File: src/rtl/serial_subtractor64_if.sv
// Operand/result handshake bundle for serial_subtractor64.
// The master drives operands and out_ready. The slave returns the result and flags.
interface serial_subtractor64_if #(
  parameter int WIDTH = 64
);
  logic             in_valid;
  logic             in_ready;
  logic [WIDTH-1:0] input1;
  logic [WIDTH-1:0] input2;
  logic             out_valid;
  logic             out_ready;
  logic [WIDTH-1:0] answer;
  logic             borrow_out;
  logic             overflow;
  logic             zero;

  modport master (
    output in_valid, input1, input2, out_ready,
    input  in_ready, out_valid, answer, borrow_out, overflow, zero
  );

  modport slave (
    input  in_valid, input1, input2, out_ready,
    output in_ready, out_valid, answer, borrow_out, overflow, zero
  );
endinterface

File: src/rtl/serial_subtractor64.sv
// Multi-cycle subtractor: answer = input1 - input2, processed CHUNK bits per cycle
// through a registered borrow, behind valid/ready handshakes on both sides.
//
// state | meaning
// ------+------------------------------------------------------------
// IDLE  | in_ready high; operands are latched when in_valid is high
// BUSY  | one CHUNK-wide slice per cycle, borrow carried in r_borrow
// DONE  | out_valid high; result and flags held until out_ready
module serial_subtractor64 #(
  parameter int WIDTH = 64,
  parameter int CHUNK = 8
) (
  input  logic                  clk,
  input  logic                  rst_n,
  serial_subtractor64_if.slave  bus
);
  localparam int NCHUNK = WIDTH / CHUNK;
  localparam int IDXW   = (NCHUNK > 1) ? $clog2(NCHUNK) : 1;

  if ((WIDTH % CHUNK) != 0) begin : g_chunk_check
    $error("serial_subtractor64: WIDTH must be a multiple of CHUNK");
  end

  typedef enum logic [1:0] {
    IDLE = 2'd0,
    BUSY = 2'd1,
    DONE = 2'd2
  } state_t;

  state_t             r_state;
  state_t             w_state_next;
  logic               w_in_ready;
  logic               w_out_valid;

  logic [WIDTH-1:0]   r_a;
  logic [WIDTH-1:0]   r_b;
  logic [IDXW-1:0]    r_idx;
  logic               r_borrow;
  logic [WIDTH-1:0]   r_answer;
  logic               r_borrow_out;
  logic               r_overflow;
  logic               r_zero;

  logic [CHUNK-1:0]   w_a_chunk;
  logic [CHUNK-1:0]   w_b_chunk;
  logic [CHUNK:0]     w_diff;
  logic [WIDTH-1:0]   w_answer_next;
  logic               w_last;

  assign w_last = (r_idx == IDXW'(NCHUNK - 1));

  // Slice selection and write-back use constant part-selects under an index match.
  always_comb begin
    w_a_chunk     = '0;
    w_b_chunk     = '0;
    for (int k = 0; k < NCHUNK; k++) begin
      if (r_idx == k[IDXW-1:0]) begin
        w_a_chunk = r_a[k*CHUNK +: CHUNK];
        w_b_chunk = r_b[k*CHUNK +: CHUNK];
      end
    end
    w_diff        = {1'b0, w_a_chunk} - {1'b0, w_b_chunk} - {{CHUNK{1'b0}}, r_borrow};
    w_answer_next = r_answer;
    for (int k = 0; k < NCHUNK; k++) begin
      if (r_idx == k[IDXW-1:0]) begin
        w_answer_next[k*CHUNK +: CHUNK] = w_diff[CHUNK-1:0];
      end
    end
  end

  always_ff @(posedge clk or negedge rst_n) begin
    if (!rst_n) begin
      r_state <= IDLE;
    end else begin
      r_state <= w_state_next;
    end
  end

  always_comb begin
    w_state_next = r_state;
    w_in_ready   = 1'b0;
    w_out_valid  = 1'b0;
    unique case (r_state)
      IDLE: begin
        w_in_ready = 1'b1;
        if (bus.in_valid) w_state_next = BUSY;
      end
      BUSY: begin
        if (w_last) w_state_next = DONE;
      end
      DONE: begin
        w_out_valid = 1'b1;
        if (bus.out_ready) w_state_next = IDLE;
      end
      default: w_state_next = IDLE;
    endcase
  end

  always_ff @(posedge clk or negedge rst_n) begin
    if (!rst_n) begin
      r_a          <= '0;
      r_b          <= '0;
      r_idx        <= '0;
      r_borrow     <= 1'b0;
      r_answer     <= '0;
      r_borrow_out <= 1'b0;
      r_overflow   <= 1'b0;
      r_zero       <= 1'b0;
    end else begin
      if (r_state == IDLE && bus.in_valid) begin
        r_a      <= bus.input1;
        r_b      <= bus.input2;
        r_idx    <= '0;
        r_borrow <= 1'b0;
      end else if (r_state == BUSY) begin
        r_answer <= w_answer_next;
        r_borrow <= w_diff[CHUNK];
        r_idx    <= r_idx + 1'b1;
        // Flags see the fully assembled result, so they wait for the last slice.
        if (w_last) begin
          r_borrow_out <= w_diff[CHUNK];
          r_overflow   <= (r_a[WIDTH-1] ^ r_b[WIDTH-1]) &
                          (w_answer_next[WIDTH-1] ^ r_a[WIDTH-1]);
          r_zero       <= (w_answer_next == '0);
        end
      end
    end
  end

  assign bus.in_ready   = w_in_ready;
  assign bus.out_valid  = w_out_valid;
  assign bus.answer     = r_answer;
  assign bus.borrow_out = r_borrow_out;
  assign bus.overflow   = r_overflow;
  assign bus.zero       = r_zero;
endmodule

File: src/flat_wrapper.sv
// flat-port wrapper written by rule: the top's interface ports become plain ports
module serial_subtractor64_flat 
#(
  parameter int WIDTH = 64,
  parameter int CHUNK = 8
)
  (clk, rst_n, bus_in_valid, bus_input1, bus_input2, bus_out_ready, bus_in_ready, bus_out_valid, bus_answer, bus_borrow_out, bus_overflow, bus_zero);
  serial_subtractor64_if #(.WIDTH(WIDTH)) bus_i ();
  input  logic clk;
  input  logic rst_n;
  input wire logic [$bits(bus_i.in_valid)-1:0] bus_in_valid;
  input wire logic [$bits(bus_i.input1)-1:0] bus_input1;
  input wire logic [$bits(bus_i.input2)-1:0] bus_input2;
  input wire logic [$bits(bus_i.out_ready)-1:0] bus_out_ready;
  output wire logic [$bits(bus_i.in_ready)-1:0] bus_in_ready;
  output wire logic [$bits(bus_i.out_valid)-1:0] bus_out_valid;
  output wire logic [$bits(bus_i.answer)-1:0] bus_answer;
  output wire logic [$bits(bus_i.borrow_out)-1:0] bus_borrow_out;
  output wire logic [$bits(bus_i.overflow)-1:0] bus_overflow;
  output wire logic [$bits(bus_i.zero)-1:0] bus_zero;
  assign bus_i.in_valid = bus_in_valid;
  assign bus_i.input1 = bus_input1;
  assign bus_i.input2 = bus_input2;
  assign bus_i.out_ready = bus_out_ready;
  assign bus_in_ready = bus_i.in_ready;
  assign bus_out_valid = bus_i.out_valid;
  assign bus_answer = bus_i.answer;
  assign bus_borrow_out = bus_i.borrow_out;
  assign bus_overflow = bus_i.overflow;
  assign bus_zero = bus_i.zero;
  serial_subtractor64 #(.WIDTH(WIDTH), .CHUNK(CHUNK)) u_core (.clk(clk), .rst_n(rst_n), .bus(bus_i));
endmodule
File: config.mk
export PLATFORM = sky130hd
export DESIGN_NAME = serial_subtractor64_flat
export DESIGN_NICKNAME = d
export VERILOG_FILES = /design/src/rtl/serial_subtractor64_if.sv /design/src/rtl/serial_subtractor64.sv /design/src/flat_wrapper.sv
export SDC_FILE = /design/constraint.sdc
export NUM_CORES = 1
export LEC_CHECK = 0
export CAP_MARGIN = 5
export CORE_ASPECT_RATIO = 0.8
export CORE_MARGIN = 10
export CORE_UTILIZATION = 46
export DETAILED_ROUTE_END_ITERATION = 8
export MAX_ROUTING_LAYER = met4
export PLACE_DENSITY = 0.86
export SKIP_LAST_GASP = 1
export SYNTH_ARGS = -nofsm -noshare
export SYNTH_HDL_FRONTEND = slang
export SYNTH_SLANG_ARGS = --single-unit
File: constraint.sdc
create_clock -name clk -period 4.35 [get_ports clk]
set_input_delay 1.305 -clock clk [delete_from_list [all_inputs] [get_ports clk]]
set_output_delay 1.305 -clock clk [all_outputs]
set_load 0.1 [all_outputs]
==> run_results.csv <==
group,metric,value,unit
global_routing,antenna_found_initial,0,
placement,dp_hpwl,23.9,mm
status,violations,"setup timing",
yosys,synth_top_area_share,53.0,%
hold_path,min_path_type,"flip-flop to flip-flop",
drt,dr.pass1.iters,6,
setup_path,reg2reg_from,"u_core.r_idx[0]",
floorplanning,core_area,20000,um2
setup_path,crit_path_start_kind,"flip-flop",
yosys,yosysWarnings,0,
drt,drtIter0Drc,1252,
drt,routed_wl,34.1,mm
clock_network,htreeDepth,1,
setup_path,cpMaxStageDelayCell,"dfrtp_2",
sta,period_minus_slack,4.39,ns
floorplanning,rows,46,
yosys,synth_top_cell_by_area,"dfrtp_1",
yosys,syn_area,9480,um2
cells_and_area,final_nets,1535,
yosys,syn-instance-count,1144,
cells_and_area,final_layout_size_suffix_gt1_share,12.5,%
clock_network,cts.clk_slew.worst_paths,0.06,ns
setup_path,critPathArrivalTime,4.80,ns
global_routing,grt_pass1_vias,9368,
global_routing,grt_pass1_wl,51.0,mm
clock_network,cts_tree,"yes",
cells_and_area,areaGrowthSynthToFinish,39.7,%
yosys,ys.flop_type,"dfrtp_1",
yosys,synth_cell_types,49,
sta,hold_viol,0,
drt,wl_per_cell,20.5,um
global_routing,grt_max_degree,115,
drt,viasPerCell,5.74,
setup_path,worstSetupEndpoint,"u_core.bus.overflow",
cells_and_area,layout_common_cells,"494 x nand2_1, 199 x dfrtp_1, 197 x clkdlybuf4s50_1",
drt,dr_total_vias,9529,
cells_and_area,fillers,1538,
cells_and_area,multi_input_area,4380,um2
floorplanning,die_y,148,um
drt,ant_nets,0,
sta,finalCritPeriodShare,101,%
sta,setup_violations,2,
clock_network,clock_latency,0.50,ns
setup_path,critPathCaptureType,"flip-flop",
setup_path,reg2reg_to,"u_core.bus.overflow",
yosys,synth_fp_nets,1296,
sta,rsz0062_at_grt,"yes",
yosys,ys_seq_area_share,53.0,%
cells_and_area,fin_cells,1660,
drt,drcViolationCount,0,
clock_network,cts_root_buf,"clkbuf_16",
placement,dp_cells,1600,
setup_path,worst-path-buf-inv,5,
clock_network,clock-sinks,201,
floorplanning,initial_core_util,47.3,%
setup_path,worstPathRequired,4.77,ns
cells_and_area,utilization,66.2,%
setup_path,cpPeakStageDelay,0.45,ns
floorplanning,die_w,181,um
sta,worst_hold_slack,0.478,ns
floorplanning,ios,201,
placement,gp_congestion,0.937,
yosys,synthArstFlopShare,100,%
placement,portBuffers,200,
setup_path,worstRegToRegCells,20,
sta,worst_slew_pin_slew,1.03,ns
sta,slew_headroom,30.8,%
setup_path,crit_path_cell_trace,"inv_2 > buf_4 > ha_4 > inv_4 > nor2_4 > buf_4 > a221oi_1 > o311ai_0 > o211ai_1 > a31oi_1 > a21oi_1 > ha_1 > inv_1 > ha_4 > and3_1 > a221o_1 > a211o_1 > xnor2_2 > or3b_2 > a41oi_2",
setup_path,worstPathMaxFanout,5,
sta,fmax,228,MHz
setup_path,critPathTopFamily,"compound AO/OA/AOI/OAI gates",
sta,fin_skew,0.0116,ns
yosys,ys_ff_latch,201,
global_routing,overflow,0,
setup_path,setup.worst_path.class,"flip-flop to flip-flop",
clock_network,cts_buffers,21,
cells_and_area,seq_area,5030,um2
clock_network,cts_hold_buffers,0,
setup_path,cp.depth,20,
yosys,synth_edf_count,0,
setup_path,rrSetupSlack,-0.04,ns
run,drv_cap,0,
yosys,synth.area.top_cells,"dfrtp_1 53%, nand2_1 20%, o21ai_0 5.5%",
sta,slew_viol_final,0,
clock_network,clockBufferDepth,3,
global_routing,grt_usage,23.9,%
cells_and_area,final_common_cell,"nand2_1",
setup_path,cp-startpoint,"u_core.r_idx[0]",
status,outcome,"finished with violations",
yosys,syn_area_per_cell,8.29,um2
sta,setup_slack,-0.0381,ns
cells_and_area,diodes,0,
floorplanning,dieArea,26800,um2
-- flip-flops by register name, summed over array words and instances, names as in the netlist --
name	cells
u_core.bus.answer	64
u_core.r_a	64
u_core.r_b	64
u_core.r_idx	3
u_core.r_state	2
u_core.bus.borrow_out	1
u_core.bus.overflow	1
u_core.bus.zero	1
u_core.r_borrow	1
-- area by class of cell --
cell class | instances | share of cell area, %
Clock inverter | 8 | 0.548
Inverter | 23 | 0.670
Sequential cell | 201 | 38.0
Timing Repair Buffer | 287 | 20.8
Tap cell | 264 | 2.49
Multi-Input combinational cell | 849 | 33.1
Clock buffer | 28 | 4.47
-- synthesized netlist by cell type (all sizes together), types with 3 or more instances --
| cell type | instances |
|---|---|
| o311ai | 15 |
| ha | 18 |
| xor2 | 3 |
| nor2 | 43 |
| dfrtp | 201 |
| o32ai | 3 |
| nand3 | 28 |
| nand2b | 5 |
| inv | 23 |
| a21oi | 27 |
| o211ai | 16 |
| nor3 | 8 |
| o21ai | 105 |
| xnor2 | 4 |
| nor4 | 6 |
| buf | 10 |
| nand2 | 497 |
| o22ai | 4 |
| o21bai | 3 |
| a31oi | 13 |
| nor2b | 5 |
| or4 | 3 |
| o31ai | 4 |
| a221oi | 15 |
| clkbuf | 61 |
-- worst min path at each step --
stage | from | end | slack [ns] | cells after the start
floorplan | u_core.r_a[48] | u_core.r_a[48] | 0.44 | 2
global route | u_core.r_a[57] | u_core.r_a[57] | 0.50 | 2
finish | u_core.r_b[33] | u_core.r_b[33] | 0.48 | 2
global placement | u_core.r_a[48] | u_core.r_a[48] | 0.46 | 2
CTS | u_core.r_a[52] | u_core.r_a[52] | 0.48 | 2
detailed placement | u_core.r_a[52] | u_core.r_a[52] | 0.46 | 2
-- through the flow --
stage	instance area (um2)	setup TNS, ns	setup WS, ns
floorplan	9530	0	0.0197
global placement	12100	-0.189	-0.178
detailed placement	12100	-0.526	-0.286
CTS	12900	0	0.00266
global route	13300	-1.05	-0.231
finish	13300	-0.0587	-0.0381
-- timing repair --
| action | in CTS | in global routing |
|---|---|---|
| pin swaps | 5 | 26 |
| gates cloned | 0 | 1 |
| endpoints found under the setup margin | 7 | 20 |
| buffers inserted | 3 | 20 |
| gates resized for setup | 22 | 46 |
-- logic make-up (layout without fill, tap and decap cells) --
logic type / Yosys count / count (layout) / share of synthesized area [%]
AOI/OAI and AO/OA: 215 / 215 / 14.0
DFF: 201 / 201 / 53.0
and+or+nand+nor: 605 / 605 / 25.3
muxes: 2 / 2 / 0.211
buffers and inverters: 94 / 346 / 3.95
xor gates and xnor gates: 7 / 7 / 0.726
adders and majority gates: 20 / 20 / 2.80
-- worst reg2reg max path, cell delays in order (launching register included) --
cell and delay [ns]:
dfrtp_2 0.45, inv_2 0.10, buf_4 0.13, ha_4 0.16
inv_4 0.05, nor2_4 0.20, buf_4 0.18, a221oi_1 0.08
o311ai_0 0.37, o211ai_1 0.18, a31oi_1 0.20, a21oi_1 0.07
ha_1 0.21, inv_1 0.09, ha_4 0.23, and3_1 0.16
a221o_1 0.34, a211o_1 0.34, xnor2_2 0.15, or3b_2 0.45
a41oi_2 0.17
-- routing by layer --
metal / up-vias / GRT usage (%) / routed length (um)
li1: 4280 / - / -
met1: 4538 / 31.6 / 14100
met2: 606 / 36.3 / 15400
met3: 105 / 5.58 / 3350
met4: 0 / 6.51 / 1250
met5: - / - / 0
Power is not shown: default switching activity piles up to over one toggle a cycle in this logic, so the estimate is an artifact.
